## config.mk

```make
export PLATFORM = sky130hd
export DESIGN_NAME = key_scan
export DESIGN_NICKNAME = d
export VERILOG_FILES = /design/src/rtl/key_scan_pkg.sv /design/src/rtl/key_shift.sv /design/src/rtl/key_scan.sv
export SDC_FILE = /design/constraint.sdc
export NUM_CORES = 1
export LEC_CHECK = 0
export BUFFER_PORTS_ARGS = -buffer_cell sky130_fd_sc_hd__buf_2
export CAP_MARGIN = 20
export CORE_MARGIN = 3
export CORE_UTILIZATION = 61
export CTS_BUF_LIST = sky130_fd_sc_hd__clkbuf_2
export CTS_CLUSTER_DIAMETER = 80
export DETAILED_ROUTE_END_ITERATION = 6
export PLACE_DENSITY = 0.79
export SLEW_MARGIN = 40
export SYNTH_ARGS = -nofsm -noshare
export SYNTH_HDL_FRONTEND = slang
export SYNTH_SLANG_ARGS = --single-unit
```

## constraint.sdc

```tcl
create_clock -name clk -period 2.5 [get_ports clk]
set_clock_uncertainty 0.15 [all_clocks]
set_input_delay 0.25 -clock clk [delete_from_list [all_inputs] [get_ports clk]]
set_output_delay 0.25 -clock clk [all_outputs]
set_load 0.02 [all_outputs]
```

## src/rtl/key_scan_pkg.sv

```systemverilog
// Shared encodings and default timing for the board I/O serial paths
// (LED shift-out and key scan-in).
package key_scan_pkg;

   typedef enum logic [2:0] {
      ST_IDLE    = 3'd0,
      ST_LOAD    = 3'd1,
      ST_SHIFT_L = 3'd2,
      ST_SHIFT_H = 3'd3,
      ST_DONE    = 3'd4
   } scan_state_e;

   typedef enum logic [1:0] {
      LED_OFF   = 2'd0,
      LED_ON    = 2'd1,
      LED_BLINK = 2'd2,
      LED_PWM   = 2'd3
   } led_mode_e;

   localparam int unsigned DEF_NBIT     = 8;
   localparam int unsigned DEF_CLK_DIV  = 4;
   localparam int unsigned DEF_POLL_MAX = 32'h0098_9680;
   localparam int unsigned DEF_DEB_CNT  = 3;

endpackage

```

## src/rtl/key_shift.sv

```systemverilog
// Drives a 74HC165 chain (parallel load, then MSB-first shift) and captures
// one NBIT word per start request.
module key_shift
   import key_scan_pkg::*;
#(
   parameter int unsigned NBIT    = DEF_NBIT,
   parameter int unsigned CLK_DIV = DEF_CLK_DIV
) (
   input  logic            clk,
   input  logic            rst,
   input  logic            start,
   input  logic            sft_q7,
   output logic            sft_pl,
   output logic            sft_cp,
   output logic [NBIT-1:0] raw,
   output logic            scan_done,
   output logic            busy
);

   localparam int unsigned PH_W  = $clog2(2 * CLK_DIV);
   localparam int unsigned BIT_W = (NBIT > 1) ? $clog2(NBIT) : 1;
   localparam logic [PH_W-1:0]  LOAD_LAST = PH_W'(2 * CLK_DIV - 1);
   localparam logic [PH_W-1:0]  HALF_LAST = PH_W'(CLK_DIV - 1);
   localparam logic [BIT_W-1:0] BIT_LAST  = BIT_W'(NBIT - 1);

   scan_state_e     state_q, state_d;
   logic [PH_W-1:0] phase_q, phase_d;
   logic [BIT_W-1:0] bit_q, bit_d;
   logic [NBIT-1:0] shreg_q, shreg_d;
   logic [NBIT-1:0] raw_q, raw_d;
   logic            done_q, done_d;
   logic            busy_q, busy_d;
   logic            pl_q, pl_d;
   logic            cp_q, cp_d;

   // Next state; pin levels are derived from the next state so they are
   // registered alongside it and only move on state boundaries.
   always_comb begin
      state_d = state_q;
      phase_d = phase_q;
      bit_d   = bit_q;
      shreg_d = shreg_q;
      raw_d   = raw_q;
      done_d  = 1'b0;
      busy_d  = busy_q;
      pl_d    = pl_q;
      cp_d    = cp_q;

      unique case (state_q)
         ST_IDLE: begin
            phase_d = '0;
            bit_d   = '0;
            if (start) state_d = ST_LOAD;
         end
         ST_LOAD: begin
            if (phase_q == LOAD_LAST) begin
               phase_d = '0;
               state_d = ST_SHIFT_L;
            end else begin
               phase_d = phase_q + PH_W'(1);
            end
         end
         ST_SHIFT_L: begin
            if (phase_q == HALF_LAST) begin
               phase_d = '0;
               shreg_d = {shreg_q[NBIT-2:0], sft_q7};
               state_d = ST_SHIFT_H;
            end else begin
               phase_d = phase_q + PH_W'(1);
            end
         end
         ST_SHIFT_H: begin
            if (phase_q == HALF_LAST) begin
               phase_d = '0;
               if (bit_q == BIT_LAST) begin
                  raw_d   = shreg_q;
                  done_d  = 1'b1;
                  state_d = ST_DONE;
               end else begin
                  bit_d   = bit_q + BIT_W'(1);
                  state_d = ST_SHIFT_L;
               end
            end else begin
               phase_d = phase_q + PH_W'(1);
            end
         end
         ST_DONE: begin
            bit_d   = '0;
            state_d = ST_IDLE;
         end
         default: state_d = ST_IDLE;
      endcase

      busy_d = (state_d != ST_IDLE);
      pl_d   = (state_d != ST_LOAD);
      cp_d   = (state_d == ST_SHIFT_H);
   end

   always_ff @(posedge clk) begin
      if (rst) begin
         state_q <= ST_IDLE;
         phase_q <= '0;
         bit_q   <= '0;
         shreg_q <= '0;
         raw_q   <= '0;
         done_q  <= 1'b0;
         busy_q  <= 1'b0;
         pl_q    <= 1'b1;
         cp_q    <= 1'b0;
      end else begin
         state_q <= state_d;
         phase_q <= phase_d;
         bit_q   <= bit_d;
         shreg_q <= shreg_d;
         raw_q   <= raw_d;
         done_q  <= done_d;
         busy_q  <= busy_d;
         pl_q    <= pl_d;
         cp_q    <= cp_d;
      end
   end

   assign sft_pl    = pl_q;
   assign sft_cp    = cp_q;
   assign raw       = raw_q;
   assign scan_done = done_q;
   assign busy      = busy_q;

endmodule

```

## src/rtl/key_scan.sv

```systemverilog
// Periodic / on-demand key scanner: poll timer, 165 scan engine and a
// consecutive-match debouncer producing a stable word and change pulse.
module key_scan
   import key_scan_pkg::*;
#(
   parameter int unsigned NBIT     = DEF_NBIT,
   parameter int unsigned CLK_DIV  = DEF_CLK_DIV,
   parameter int unsigned POLL_MAX = DEF_POLL_MAX,
   parameter int unsigned DEB_CNT  = DEF_DEB_CNT
) (
   input  logic            clk,
   input  logic            rst,
   input  logic            req,
   input  logic            poll_en,
   output logic            sft_pl,
   output logic            sft_cp,
   input  logic            sft_q7,
   output logic [NBIT-1:0] raw,
   output logic            scan_done,
   output logic [NBIT-1:0] dout,
   output logic            chg,
   output logic            busy
);

   localparam int unsigned POLL_W = $clog2(POLL_MAX + 1);
   localparam int unsigned CNT_W  = $clog2(DEB_CNT + 1);
   localparam logic [POLL_W-1:0] POLL_LAST = POLL_W'(POLL_MAX - 1);
   localparam logic [CNT_W-1:0]  CNT_FULL  = CNT_W'(DEB_CNT);

   logic [POLL_W-1:0] poll_q, poll_d;
   logic [NBIT-1:0]   raw_prev_q, raw_prev_d;
   logic [CNT_W-1:0]  same_q, same_d;
   logic [NBIT-1:0]   dout_q, dout_d;
   logic              chg_q, chg_d;
   logic              poll_tick;
   logic              start;

   key_shift #(
      .NBIT    (NBIT),
      .CLK_DIV (CLK_DIV)
   ) u_shift (
      .clk       (clk),
      .rst       (rst),
      .start     (start),
      .sft_q7    (sft_q7),
      .sft_pl    (sft_pl),
      .sft_cp    (sft_cp),
      .raw       (raw),
      .scan_done (scan_done),
      .busy      (busy)
   );

   // Requests arriving while a scan is running are dropped, not queued.
   always_comb begin
      poll_tick = poll_en && (poll_q == POLL_LAST);
      start     = !busy && (req || poll_tick);
      if (!poll_en || poll_tick) poll_d = '0;
      else                       poll_d = poll_q + POLL_W'(1);
   end

   // Debounce runs in the DONE cycle, when raw already holds the new word.
   always_comb begin
      raw_prev_d = raw_prev_q;
      same_d     = same_q;
      dout_d     = dout_q;
      chg_d      = 1'b0;
      if (scan_done) begin
         raw_prev_d = raw;
         if (raw == raw_prev_q) same_d = (same_q == CNT_FULL) ? same_q : same_q + CNT_W'(1);
         else                   same_d = CNT_W'(1);
         if ((same_d == CNT_FULL) && (raw != dout_q)) begin
            dout_d = raw;
            chg_d  = 1'b1;
         end
      end
   end

   always_ff @(posedge clk) begin
      if (rst) begin
         poll_q     <= '0;
         raw_prev_q <= '0;
         same_q     <= '0;
         dout_q     <= '0;
         chg_q      <= 1'b0;
      end else begin
         poll_q     <= poll_d;
         raw_prev_q <= raw_prev_d;
         same_q     <= same_d;
         dout_q     <= dout_d;
         chg_q      <= chg_d;
      end
   end

   assign dout = dout_q;
   assign chg  = chg_q;

endmodule

```

==> metrics.md <==
| Metric | Value |
|---|---|
| Outcome | `completed` |
| Initial antenna violation count | `0` |
| Crit path arrival time | `2.66 ns` |
| Finished Layout Cells | `454` |
| Most frequent cells in the layout | `dfxtp_1, nand2_1, nor2_1` |
| Critical Path, Cell by Cell | `or4_1, or4_1, or4_4, a211o_1` |
| Vias/cell | `5.63` |
| Post-synthesis sequential area ratio | `0.452` |
| Total gr overflow | `0` |
| Area of the mapped netlist | `3190 um^2` |
| Routed wire per std cell | `13.4 um` |
| Dpl hpwl | `4440 um` |
| Worst setup EP type | `flop` |
| Vias in the first global route | `2487` |
| Post-Place Cells | `438` |
| Syn Inst Count | `353` |
| Max-slew headroom at the worst pin | `0.571` |
| VDD IR max | `0.454 mV` |
| Final period utilization | `0.959` |
| Multi-input logic area | `1640 um^2` |
| DRC | `0` |
| CTS root buf | `clkbuf_2` |
| Full die area | `6130 um^2` |
| Io pins | `26` |
| Ys Warns | `0` |
| Reg clk slew, reported paths | `0.17 ns` |
| Reg2reg setup slack | `0.10 ns` |
| CTS Buf Count | `9` |
| Top Family by Delay on Critical Path | `simple AND/OR/NAND/NOR gates` |
| PortBufs | `25` |
| Worst slew pin tran | `0.641 ns` |
| First-pass GRT wire length | `10900 um` |
| WP depth | `4` |
| Dominant synthesized flop cell | `dfxtp_1` |
| Chip width | `78.3 um` |
| Final min period | `2.40 ns` |
| Reg2reg path depth | `4` |
| Placer Congestion | `0.844` |
| N_diodes | `0` |
| Crit-path max cell delay | `0.57 ns` |
| Initial core utilization | `0.653` |
| CTS tree | `built` |
| Max Clk Rate | `417 MHz` |
| Drt pass-1 iters | `4` |
| Core box area | `4880 um^2` |
| Unique masters post-synth | `41` |
| Layout cells sized above 1 | `0.160` |
| Max clock buf depth | `2` |
| CTS sink count | `72` |
| Setup violations, final | `0` |
| Cell row count | `25` |
| Nets | `395` |
| Pin count of the biggest net entering global routing | `38` |
| GRT Total Usage | `0.224` |
| Bufs and invs on worst path | `0` |
| Leakage | `1.34 nW` |
| Maxcap violations | `0` |
| Fin area | `3500 um^2` |
| Final Hold Slack | `0.0589 ns` |
| Worst Hold Class | `in2reg` |
| Vias | `2558` |
| Setup TNS | `0 ns` |
| Required @ worst endpoint | `2.76 ns` |
| Post-DRT Antenna Nets | `0` |
| Final Total Pwr | `0.00182 W` |
| Most common cell after layout, fill and taps aside | `dfxtp_1` |
| Hold Crit Depth | `4` |
| H-tree depth | `3` |
| Unrepaired setup endpoints after global routing | `false` |
| Die H | `78.3 um` |
| Final hold viol count | `0` |
| PD cells | `521 nW/um^2` |
| Kind of critical path | `reg2reg` |
| CP most frequent cell | `or4_1` |
| Yosys reg bits | `72` |
| Synth-to-Final Area Change | `9.78%` |
| Worst-path fanout max | `5` |
| WL final | `6090 um` |
| Syn Nets | `365` |
| Post-synth EDFFs | `0` |
| Iteration-0 DRC count of the detailed router | `91` |
| Ys async rst share | `0` |
| Area after DPL | `3390 um^2` |
| Avg Inst Size Synth | `9.03 um^2` |
| CP max stage cell | `or4_4` |
| Sequential cell area | `1440 um^2` |
| Worst-skew pair later-pin latency | `0.51 ns` |
| Final Slew Violations | `0` |
| Fillcell total | `384` |
| Crit start category | `flop` |
==> flip-flops by register name, indices dropped and copies added (netlist names) <==
register           flops
u_shift.state_q        3
u_shift.sft_pl         1
same_q                 2
chg                    1
raw_prev_q             8
u_shift.scan_done      1
dout                   8
u_shift.busy           1
u_shift.raw            8
u_shift.shreg_q        8
u_shift.phase_q        3
u_shift.bit_q          3
poll_q                24
u_shift.sft_cp         1
==> area by class of cell <==
| class | count | share of cell area |
|---|---|---|
| clock buffers | 10 | 0.0143 |
| clock inverters | 5 | 0.0139 |
| inverters | 8 | 0.00858 |
| multi-input cells | 257 | 0.469 |
| flip-flops and latches | 72 | 0.413 |
| well taps | 67 | 0.0240 |
| repair buffers | 35 | 0.0579 |
==> repair_timing <==
item                                   in CTS  in global routing
hold buffers                                1                  0
gates resized for setup                     0                  2
setup endpoints to repair                   0                  1
buffers inserted                            0                  0
endpoints found under the hold margin       1                  0
==> synthesized netlist by cell type, types with 3 or more instances <==
library cell	number	area (um^2)
a211oi_1	5	37.5
a21oi_1	22	110
and3_1	4	25.0
clkbuf_1	11	41.3
dfxtp_1	72	1440
ha_1	7	87.6
inv_1	7	26.3
mux2i_1	29	290
nand2_1	44	165
nand3_1	13	65.1
nand4_1	4	25.0
nor2_1	40	150
nor3_1	5	25.0
nor4_1	6	37.5
nor4b_1	3	26.3
o21ai_0	4	20.0
o31ai_1	8	60.1
or2_2	4	25.0
or3_1	3	18.8
or4_1	10	75.1
xnor2_1	18	158
xor2_1	11	96.3
==> per-layer routing <==
| layer | vias up | part of all wire | track usage |
|---|---|---|---|
| li1 | 1298 | - | - |
| met4 | 0 | 0.014 | 0.0717 |
| met3 | 9 | 0.054 | 0.0677 |
| met5 | - | 0 | 0 |
| met1 | 1190 | 0.46 | 0.268 |
| met2 | 61 | 0.47 | 0.385 |
==> tightest hold or removal path, delay by kind of cell <==
family	cells	cell delay [ns]
buffers and inverters	1	0.11
AO/OA/AOI/OAI	1	0.06
AND/OR/NAND/NOR	2	0.27
==> logic make-up after synthesis <==
group                    synth area share
XOR/XNOR                           0.0797
buffers and inverters              0.0334
multiplexers                       0.0911
adder cells (fa/ha/maj)            0.0275
AO/OA/AOI/OAI                      0.0915
AND/OR/NAND/NOR                     0.225
flip-flops                          0.452
==> path summary, 6_finish.rpt <==
kind / startpoint / to
setup / recovery: poll_q[14] / u_shift.sft_pl
hold / removal: poll_en / u_shift.state_q[0]
setup reg to reg: poll_q[14] / u_shift.sft_pl
hold reg to reg: poll_q[0] / poll_q[0]
==> per-stage QoR <==
stage	utilization	setup slack [ns]
2_1_floorplan	-	0.163
3_3_place_gp	0.694	0.120
3_5_place_dp	0.694	0.107
4_1_cts	0.716	0.0958
5_1_grt	0.717	0.0130
6_report	0.717	0.102
==> power breakdown <==
group          leakage, nW  switching, W  internal, W  total [W]
combinational        0.688     0.0000349    0.0000201  0.0000550
clock               0.0690      0.000382     0.000222   0.000604
sequential           0.582    0.00000767      0.00116    0.00116
total                 1.34      0.000425      0.00140    0.00182
Power figures use the tool's default switching activity.
